**src/rtl/audio_pkg.sv**
```systemverilog
`default_nettype none
// ============================================================================
//  Module      : audio_pkg
//  Description : Shared audio-path definitions: sample width, nominal sample
//                rate and the alarm sequencer state encoding.
//  Revision    : 1.0 - initial release
// ============================================================================
package audio_pkg;

    localparam int SAMPLE_W       = 32;
    localparam int SAMPLE_RATE_HZ = 48000;

    typedef enum logic [1:0] {
        ALM_IDLE   = 2'd0,
        ALM_BEEP   = 2'd1,
        ALM_SILENT = 2'd2,
        ALM_GAP    = 2'd3
    } alm_state_e;

endpackage
`default_nettype wire

```
**src/rtl/square_tone_gen.sv**
```systemverilog
`default_nettype none
// ============================================================================
//  Module      : square_tone_gen
//  Description : Square-wave tone source. Tracks tone phase and the position
//                inside the current half-cycle. sample_o reflects the phase
//                that applies to the *next* sample step, so the parent can
//                register it in the same edge that updates its own state.
//  Revision    : 1.0 - initial release
// ============================================================================
module square_tone_gen
    import audio_pkg::*;
#(
    parameter int          HALF_PERIOD = 24,
    parameter logic [31:0] AMPLITUDE   = 32'd10000000
) (
    input  logic                       clk_i,
    input  logic                       rst_ni,
    input  logic                       step_i,
    input  logic                       restart_i,
    output logic signed [SAMPLE_W-1:0] sample_o
);

    localparam int HP_W = $clog2(HALF_PERIOD) + 1;

    logic [HP_W-1:0] cnt_q, cnt_d;
    logic            phase_q, phase_d;

    // Next phase/half-cycle position: restart wins over a step.
    always_comb begin
        cnt_d   = cnt_q;
        phase_d = phase_q;
        if (restart_i) begin
            cnt_d   = '0;
            phase_d = 1'b1;
        end else if (step_i) begin
            if (cnt_q == HP_W'(HALF_PERIOD - 1)) begin
                cnt_d   = '0;
                phase_d = ~phase_q;
            end else begin
                cnt_d = cnt_q + HP_W'(1);
            end
        end
    end

    // Phase and half-cycle counter registers.
    always_ff @(posedge clk_i or negedge rst_ni) begin
        if (!rst_ni) begin
            cnt_q   <= '0;
            phase_q <= 1'b0;
        end else begin
            cnt_q   <= cnt_d;
            phase_q <= phase_d;
        end
    end

    assign sample_o = phase_d ? AMPLITUDE : (~AMPLITUDE + 32'd1);

endmodule
`default_nettype wire

```
**src/rtl/alarm_tone_sequencer.sv**
```systemverilog
`default_nettype none
// ============================================================================
//  Module      : alarm_tone_sequencer
//  Description : Alarm beep-pattern generator feeding the audio controller
//                output FIFO. Beep / silence cadence inside a burst, a long
//                gap between bursts, optional burst-count timeout. All
//                durations are counted in written samples.
//  Revision    : 1.0 - initial release
// ============================================================================
module alarm_tone_sequencer
    import audio_pkg::*;
#(
    parameter logic [31:0] AMPLITUDE       = 32'd10000000,
    parameter int          HALF_PERIOD     = 24,
    parameter int          ON_SAMPLES      = 9600,
    parameter int          OFF_SAMPLES     = 9600,
    parameter int          BEEPS_PER_BURST = 3,
    parameter int          GAP_SAMPLES     = 48000,
    parameter int          MAX_BURSTS      = 0
) (
    input  logic                CLOCK_50,
    input  logic                resetn,
    input  logic                start,
    input  logic                stop,
    input  logic                audio_out_allowed,
    output logic                write_audio_out,
    output logic [SAMPLE_W-1:0] left_channel_audio_out,
    output logic [SAMPLE_W-1:0] right_channel_audio_out,
    output logic                alarm_active,
    output logic                timed_out,
    output logic [7:0]          burst_count
);

    localparam int MAX_OO  = (ON_SAMPLES > OFF_SAMPLES) ? ON_SAMPLES : OFF_SAMPLES;
    localparam int MAX_DUR = (MAX_OO > GAP_SAMPLES) ? MAX_OO : GAP_SAMPLES;
    localparam int DUR_W   = $clog2(MAX_DUR) + 1;
    localparam int BEEP_W  = $clog2(BEEPS_PER_BURST) + 1;

    // Zero-length durations would make the exact "== N-1" compares wrap.
    if (HALF_PERIOD <= 0 || ON_SAMPLES <= 0 || OFF_SAMPLES <= 0 ||
        GAP_SAMPLES <= 0 || BEEPS_PER_BURST <= 0) begin : g_bad_params
        $error("alarm_tone_sequencer: durations and beep count must be nonzero");
    end

    alm_state_e          state_q;
    logic [DUR_W-1:0]    dur_q;
    logic [DUR_W-1:0]    dur_lim;
    logic [BEEP_W-1:0]   beep_q;
    logic [7:0]          burst_q;
    logic                timed_out_q;
    logic                start_q;
    logic [SAMPLE_W-1:0] sample_q;

    logic                start_rise;
    logic                step;
    logic                dur_last;
    logic                beep_last;
    logic                expire;
    logic                enter_beep;
    logic                beep_next;
    logic signed [SAMPLE_W-1:0] tone_sample;

    assign alarm_active    = (state_q != ALM_IDLE);
    assign write_audio_out = alarm_active & audio_out_allowed;
    assign step            = write_audio_out;
    assign start_rise      = start & ~start_q;
    assign dur_last        = (dur_q == dur_lim);
    assign beep_last       = (beep_q == BEEP_W'(BEEPS_PER_BURST - 1));
    assign expire          = (MAX_BURSTS != 0) &&
                             (({24'd0, burst_q} + 32'd1) == 32'(MAX_BURSTS));

    // Entering BEEP restarts the tone; beep_next says the next step is a tone sample.
    assign enter_beep = ~stop & ((state_q == ALM_IDLE & start_rise) |
                        (step & dur_last & ((state_q == ALM_SILENT) |
                                            (state_q == ALM_GAP & ~expire))));
    assign beep_next  = enter_beep |
                        (~stop & (state_q == ALM_BEEP) & ~(step & dur_last));

    // Terminal count for the duration counter in the current state.
    always_comb begin
        dur_lim = DUR_W'(ON_SAMPLES - 1);
        case (state_q)
            ALM_SILENT: dur_lim = DUR_W'(OFF_SAMPLES - 1);
            ALM_GAP:    dur_lim = DUR_W'(GAP_SAMPLES - 1);
            default:    dur_lim = DUR_W'(ON_SAMPLES - 1);
        endcase
    end

    square_tone_gen #(
        .HALF_PERIOD (HALF_PERIOD),
        .AMPLITUDE   (AMPLITUDE)
    ) u_tone (
        .clk_i     (CLOCK_50),
        .rst_ni    (resetn),
        .step_i    ((state_q == ALM_BEEP) & step),
        .restart_i (enter_beep),
        .sample_o  (tone_sample)
    );

    // Pattern FSM with duration/beep/burst counters and the registered sample.
    always_ff @(posedge CLOCK_50 or negedge resetn) begin
        if (!resetn) begin
            state_q     <= ALM_IDLE;
            dur_q       <= '0;
            beep_q      <= '0;
            burst_q     <= '0;
            timed_out_q <= 1'b0;
            start_q     <= 1'b0;
            sample_q    <= '0;
        end else begin
            start_q  <= start;
            sample_q <= beep_next ? tone_sample : '0;
            if (stop) begin
                state_q <= ALM_IDLE;
                dur_q   <= '0;
                beep_q  <= '0;
            end else begin
                case (state_q)
                    ALM_IDLE: begin
                        if (start_rise) begin
                            state_q     <= ALM_BEEP;
                            dur_q       <= '0;
                            beep_q      <= '0;
                            burst_q     <= '0;
                            timed_out_q <= 1'b0;
                        end
                    end
                    ALM_BEEP: begin
                        if (step) begin
                            if (dur_last) begin
                                dur_q   <= '0;
                                state_q <= beep_last ? ALM_GAP : ALM_SILENT;
                            end else begin
                                dur_q <= dur_q + DUR_W'(1);
                            end
                        end
                    end
                    ALM_SILENT: begin
                        if (step) begin
                            if (dur_last) begin
                                dur_q   <= '0;
                                beep_q  <= beep_q + BEEP_W'(1);
                                state_q <= ALM_BEEP;
                            end else begin
                                dur_q <= dur_q + DUR_W'(1);
                            end
                        end
                    end
                    ALM_GAP: begin
                        if (step) begin
                            if (dur_last) begin
                                dur_q   <= '0;
                                beep_q  <= '0;
                                burst_q <= (burst_q == 8'hFF) ? burst_q : burst_q + 8'd1;
                                if (expire) begin
                                    state_q     <= ALM_IDLE;
                                    timed_out_q <= 1'b1;
                                end else begin
                                    state_q <= ALM_BEEP;
                                end
                            end else begin
                                dur_q <= dur_q + DUR_W'(1);
                            end
                        end
                    end
                    default: state_q <= ALM_IDLE;
                endcase
            end
        end
    end

    assign left_channel_audio_out  = sample_q;
    assign right_channel_audio_out = sample_q;
    assign timed_out               = timed_out_q;
    assign burst_count             = burst_q;

endmodule
`default_nettype wire

```
**config.mk**
```make
export PLATFORM = sky130hd
export DESIGN_NAME = alarm_tone_sequencer
export DESIGN_NICKNAME = d
export VERILOG_FILES = /design/src/rtl/audio_pkg.sv /design/src/rtl/square_tone_gen.sv /design/src/rtl/alarm_tone_sequencer.sv
export SDC_FILE = /design/constraint.sdc
export NUM_CORES = 1
export LEC_CHECK = 0
export CAP_MARGIN = 10
export CORE_MARGIN = 2
export CORE_UTILIZATION = 44
export CTS_BUF_LIST = sky130_fd_sc_hd__clkbuf_4 sky130_fd_sc_hd__clkbuf_8 sky130_fd_sc_hd__clkbuf_16
export DETAILED_ROUTE_END_ITERATION = 7
export GPL_ROUTABILITY_DRIVEN = 0
export PLACE_DENSITY = 0.78
export SLEW_MARGIN = 5
export SYNTH_ARGS = -nofsm -noshare
export SYNTH_HDL_FRONTEND = slang
export SYNTH_SLANG_ARGS = --single-unit
```
**constraint.sdc**
```tcl
create_clock -name CLOCK_50 -period 1.7 [get_ports CLOCK_50]
set_input_delay 0.425 -clock CLOCK_50 [delete_from_list [all_inputs] [get_ports CLOCK_50]]
set_output_delay 0.425 -clock CLOCK_50 [all_outputs]
set_load 0.05 [all_outputs]
```
==> reports/metrics.yaml, run 1 <==
final_layout:
  drive_gt1_share_pct: 52.1
  antenna_cells: 0
  n_fill_cell: 347
  syn2layout_area_growth_pct: 75.1
  fin_area_um2: 4920
  multi_input_area_um2: 1650
  fin_nets: 433
  regArea_um2: 1040
logic_synthesis:
  synthTopCellsByArea: "dfrtp_1, buf_4, nor2_1"
  synth_most_common_cell: "buf_4"
  yosys_most_used_dff: "dfrtp_1"
  yosysUniqueCellTypes: 50
  yosysWarnings: 0
  ys_seq_area_share_pct: 36.5
  mappedNetlistArea_um2: 2810
  synth_top_cell_by_area: "dfrtp_1"
  synthArstFlopShare_pct: 100
  syn_inst: 318
  ys_top_cells_by_count: "buf_4, dfrtp_1, nor2_1"
  yosysTopAreaCellShare_pct: 36.5
  ys_ff_latch: 41
  avgSynthCellArea_um2: 8.83
  synth_edf_count: 0
power:
  power_mw: 3.63
  p_leak_nw: 2.03
  ir_drop_v: 0.000791
  pwr_density_cell_nw_per_um2: 738
drt:
  wire_per_inst_um: 20.3
  dr.first_iter.drc_count: 309
  drtAntennaViolNets: 0
  vias_per_cell: 5.97
  drc: 0
  drt_pass1_iterations: 5
  vias: 2991
  routed_wl_mm: 10.2
critical_path:
  r2r-start: "dur_q[14]$_DFFE_PN0P_"
  endpoint_kind: "flop"
  worstReg2RegEnd: "beep_q[1]$_DFFE_PN0P_"
  cp-start-kind: "flop"
  path_class: "reg -> reg"
  ff2ff_path_depth: 6
  arrival_ns: 2.37
  cp_max_fo: 3
  required_ns: 1.93
  reg2reg_slack_ns: -0.44
sta:
  clock.fmax_mhz: 467
  fin_ws_ns: -0.442
  holdWs_ns: 0.0765
  final.setup_skew_ns: 0.0157
  period_minus_slack_ns: 2.14
  rsz0062_at_grt: "true"
  hold_viol_final: 0
  setup_viol: 42
  slew_violations: 0
  period_share_pct: 126
grt:
  grt_pass1_vias: 2936
  overflow: 0
  grt_usage_pct: 26.2
  antenna_found_initial: 0
  grt_pass1_wl_mm: 14.8
  grt_max_degree: 42
clock_network:
  clk_pin_slew_worst_paths_ns: 0.09
  ctsHoldBuffers: 0
  cts_tree: "done"
  clk_path_buf_depth: 2
  cts_buffers: 5
  cts_htree_levels: 2
  clockRootBuffer: "clkbuf_8"
  clk-insertion-delay-late_ns: 0.31
  numClockSinks: 41
outcome:
  status: "finished with violations"
  failed_checks: "negative setup slack"
place:
  post-place-ws_ns: -0.603
  place_area_um2: 4380
  io_buffers: 64
  hpwl_mm: 5.70
die:
  core_area_um2: 6280
  initial_core_util_pct: 44.7
  ios: 80
  die_w_um: 83.9
  num_rows: 29
  die_area_um2: 7040
  dieHeight_um: 83.9
hold_path:
  hold_path_class: "in -> async"
run:
  max-cap-violations: 0
==> layout by cell type (no fill, tap or decap), drive strengths merged, types with 3 or more instances in the layout <==
cell type    n
nand2b       5
dfrtp       41
or3          8
nand4       14
nor2b        4
inv          6
nand3       13
and4         5
o2111ai      3
nor2        30
ha           5
xor2         7
o21ai       15
clkbuf       7
buf        149
or2          5
o311ai       4
conb        15
o211ai       4
a21oi       13
nor3         8
nand2       25
xnor2        7
==> registers in the layout, indices dropped and copies added (netlist names) <==
| name | cells |
|---|---|
| u_tone.cnt_q | 6 |
| beep_q | 3 |
| start_q | 1 |
| burst_count | 8 |
| left_channel_audio_out | 3 |
| dur_q | 17 |
| state_q | 2 |
| u_tone.phase_q | 1 |
==> cells by family (layout without fill, tap and decap cells) <==
group | after synthesis | count (layout) | synth area share, %
other cells | 1 | 15 | 0.134
mux | 2 | 2 | 0.802
fa+ha+maj | 5 | 5 | 2.23
compound gates | 50 | 51 | 12.0
buf+inv | 75 | 166 | 18.4
xor+xnor | 14 | 14 | 4.37
simple gates | 130 | 130 | 25.5
flops | 41 | 41 | 36.5
==> report_power, final <==
| part | total [mW] | leakage [nW] | switching [mW] | internal (mW) |
|---|---|---|---|---|
| Clock | 0.743 | 0.0542 | 0.375 | 0.368 |
| Combinational | 1.74 | 1.44 | 0.960 | 0.776 |
| Sequential | 1.15 | 0.542 | 0.102 | 1.05 |
==> worst max-delay path: stages, from the launching register on <==
cell and delay, ns:
dfrtp_1 0.39, or4b_4 0.59, buf_4 0.17, nor2_4 0.15, o211ai_1 0.15, or4_1 0.51, o21ai_1 0.10
==> timing repair <==
action	CTS	global route
pin swaps	21	12
buffers inserted	9	8
gates cloned	1	0
endpoints found under the setup margin	42	42
resized for setup	52	20
==> metal layers <==
metal / up-vias / share of wire (%) / track usage, %
met5: - / 0 / 0
met4: 0 / 5.9 / 11.7
met3: 63 / 8.6 / 6.63
met2: 243 / 51 / 46.7
met1: 1419 / 34 / 29.2
li1: 1266 / - / -
==> through the flow <==
| stage | util [%] | std cells | setup TNS (ns) |
|---|---|---|---|
| after floorplan | - | 332 | -1.89 |
| after global placement | 69.7 | 477 | -15.59 |
| after detailed placement | 69.7 | 477 | -17.62 |
| after CTS | 75.8 | 494 | -6.58 |
| after global routing | 78.4 | 501 | -15.93 |
| final | 78.4 | 501 | -13.52 |
==> worst max-delay path by stage <==
stage | slack (ns) | to | cells after the start | from
3_5_place_dp | -0.60 | burst_count[3]$_DFFE_PN0P_ | 6 | audio_out_allowed
2_1_floorplan | -0.17 | beep_q[1]$_DFFE_PN0P_ | 5 | dur_q[7]$_DFFE_PN0P_
4_1_cts | -0.30 | burst_count[4]$_DFFE_PN0P_ | 5 | dur_q[7]$_DFFE_PN0P_
3_3_place_gp | -0.52 | burst_count[2]$_DFFE_PN0P_ | 6 | audio_out_allowed
6_report | -0.44 | beep_q[1]$_DFFE_PN0P_ | 6 | dur_q[14]$_DFFE_PN0P_
5_1_grt | -0.52 | burst_count[2]$_DFFE_PN0P_ | 5 | dur_q[14]$_DFFE_PN0P_
==> final cells by class <==
type,instances,share of cell area [%]
Timing Repair Buffer,152,40.9
Inverter,6,0.458
Multi-Input combinational cell,217,33.5
Clock inverter,1,0.102
Clock buffer,7,1.96
Sequential cell,41,21.1
Tap cell,77,1.96
Note: power is estimated with default switching activity, not from simulation.
==> run 2, diff against run 1 <==
--- a/config.mk
+++ b/config.mk
@@ -6,12 +6,13 @@
 export NUM_CORES = 1
 export LEC_CHECK = 0
 export CAP_MARGIN = 10
-export CORE_MARGIN = 2
+export CORE_MARGIN = 5
 export CORE_UTILIZATION = 44
 export CTS_BUF_LIST = sky130_fd_sc_hd__clkbuf_4 sky130_fd_sc_hd__clkbuf_8 sky130_fd_sc_hd__clkbuf_16
 export DETAILED_ROUTE_END_ITERATION = 7
 export GPL_ROUTABILITY_DRIVEN = 0
 export PLACE_DENSITY = 0.78
+export SKIP_LAST_GASP = 1
 export SLEW_MARGIN = 5
 export SYNTH_ARGS = -nofsm -noshare
 export SYNTH_HDL_FRONTEND = slang
==> run 2 against run 1 <==
  * The flow still finishes with violations (negative setup slack)
  * Fmax grew 4.1%
  * Critical path depth is the same
  * Non-clock buffer count shrank 4
  * Sequential power is essentially flat
  * Core utilization shrank 0.80 points
  * Sequential cell count is the same
  * Design area shrank 1.0%
  * Clock power shrank 9.7%
==> reports/metrics.yaml, run 2 (same netlist as run 1, synthesis figures left out) <==
outcome:
  status: "finished with violations"
  failed_checks: "negative setup slack"
final_layout:
  layout_commonest_cell: "buf_4"
  most-common-layout-cells: "buf_4, buf_12, dfrtp_1"
  antenna_cells: 0
  syn2layout_area_growth_pct: 73.4
  fin_area_um2: 4870
  fin_nets: 429
  largest_register_ffs: 17
  n_fill_cell: 338
  drive_gt1_share_pct: 53.8
  top_register: "dur_q"
  instances_no_fill: 497
power:
  ir_drop_v: 0.000695
  pwr_density_cell_nw_per_um2: 719
  power_mw: 3.50
  p_leak_nw: 2.00
critical_path:
  worst-path-stages: 6
  cp-start-kind: "flop"
  crit_chain: "or4b_4, nor4_4, buf_4, o221ai_2, buf_4, a32o_1"
  cp_top_family: "simple AND/OR/NAND/NOR gates"
  critical_path.startpoint: "dur_q[7]$_DFFE_PN0P_"
  path_class: "reg -> reg"
  endpoint_kind: "flop"
  r2r-start: "dur_q[7]$_DFFE_PN0P_"
  reg2reg_slack_ns: -0.36
  ff2ff_path_depth: 6
  worstReg2RegEnd: "burst_count[6]$_DFFE_PN0P_"
  endpoint: "burst_count[6]$_DFFE_PN0P_"
  required_ns: 1.89
  crit_buf_inv: 2
  max_stage_delay_ns: 0.59
  cp_max_fo: 5
  cpMaxStageDelayCell: "or4b_4"
  arrival_ns: 2.25
  crit_top_cell: "buf_4"
die:
  core_area_um2: 6280
  die_w_um: 89.9
  num_rows: 29
  die_area_um2: 8080
  dieHeight_um: 89.9
  ios: 80
  initial_core_util_pct: 44.7
drt:
  routed_wl_mm: 10.1
  wire_per_inst_um: 20.4
  vias: 2941
  dr.first_iter.drc_count: 291
  drtAntennaViolNets: 0
  vias_per_cell: 5.92
  drt_pass1_iterations: 4
  drc: 0
clock_network:
  clk_path_buf_depth: 2
  clk_pin_slew_worst_paths_ns: 0.08
  cts_buffers: 5
  numClockSinks: 41
  clk-insertion-delay-late_ns: 0.30
  clockRootBuffer: "clkbuf_8"
  cts_tree: "done"
  cts_htree_levels: 2
  ctsHoldBuffers: 0
sta:
  final.setup_skew_ns: 0.00459
  fin_ws_ns: -0.358
  slew_violations: 0
  tightestPinTransition_ns: 0.617
  holdWs_ns: 0.0229
  rsz0062_at_grt: "true"
  period_minus_slack_ns: 2.06
  setup_viol: 42
  clock.fmax_mhz: 486
  relSlewSlack_pct: 58.8
  period_share_pct: 121
  hold_viol_final: 0
grt:
  grt_usage_pct: 22.3
  antenna_found_initial: 0
  grt_pass1_vias: 3032
  overflow: 0
  grt_max_degree: 35
  grt_pass1_wl_mm: 14.9
place:
  hpwl_mm: 5.91
  post-place-ws_ns: -0.579
  place_area_um2: 4310
  dp.cells: 473
  io_buffers: 64
hold_path:
  hold_path_class: "in -> async"
run:
  max-cap-violations: 0
run 2: final cells by class:
class | count | area [µm²] | area share [%]
multi-input cells | 217 | 1670 | 34.2
flip-flops and latches | 41 | 1040 | 21.3
repair buffers | 148 | 1960 | 40.2
well taps | 77 | 96.3 | 1.98
clock inverters | 2 | 10.0 | 0.206
clock buffers | 6 | 76.3 | 1.57
inverters | 6 | 22.5 | 0.462
run 2: per-layer routing:
metal  share of wire, %  wire length [µm]  vias up  track usage (%)
met4                6.5               658        0             14.0
met2                 49              4950      211             38.6
met3                9.2               932       69             6.34
met1                 35              3580     1402             23.7
li1                   -                 -     1259                -
met5                  0                 0        -                0
run 2: per-stage QoR:
step | utilization (%) | setup TNS (ns)
floorplan | - | -1.89
global placement | 68.6 | -14.48
detailed placement | 68.6 | -16.98
CTS | 73.4 | -6.18
global route | 77.6 | -10.69
finish | 77.6 | -8.99
run 2: worst min path at each step:
stage | slack (ns) | cells past startpoint | endpoint
6_report | 0.02 | 1 | dur_q[14]$_DFFE_PN0P_
2_1_floorplan | 0.13 | 0 | beep_q[0]$_DFFE_PN0P_
3_5_place_dp | 0.36 | 1 | dur_q[14]$_DFFE_PN0P_
3_3_place_gp | 0.36 | 1 | dur_q[8]$_DFFE_PN0P_
5_1_grt | 0.04 | 1 | dur_q[7]$_DFFE_PN0P_
4_1_cts | 0.03 | 1 | dur_q[13]$_DFFE_PN0P_
run 2: power by group:
group          internal (mW)  switching (mW)
combinational          0.748           0.951
clock                  0.301           0.369
sequential              1.05          0.0835
run 2: timing repair:
action	CTS	global route
cloned	1	2
endpoints found under the setup margin	40	74
resized for setup	41	43
buffers inserted	7	9
pin swaps	19	16
endpoints found under the hold margin	0	0
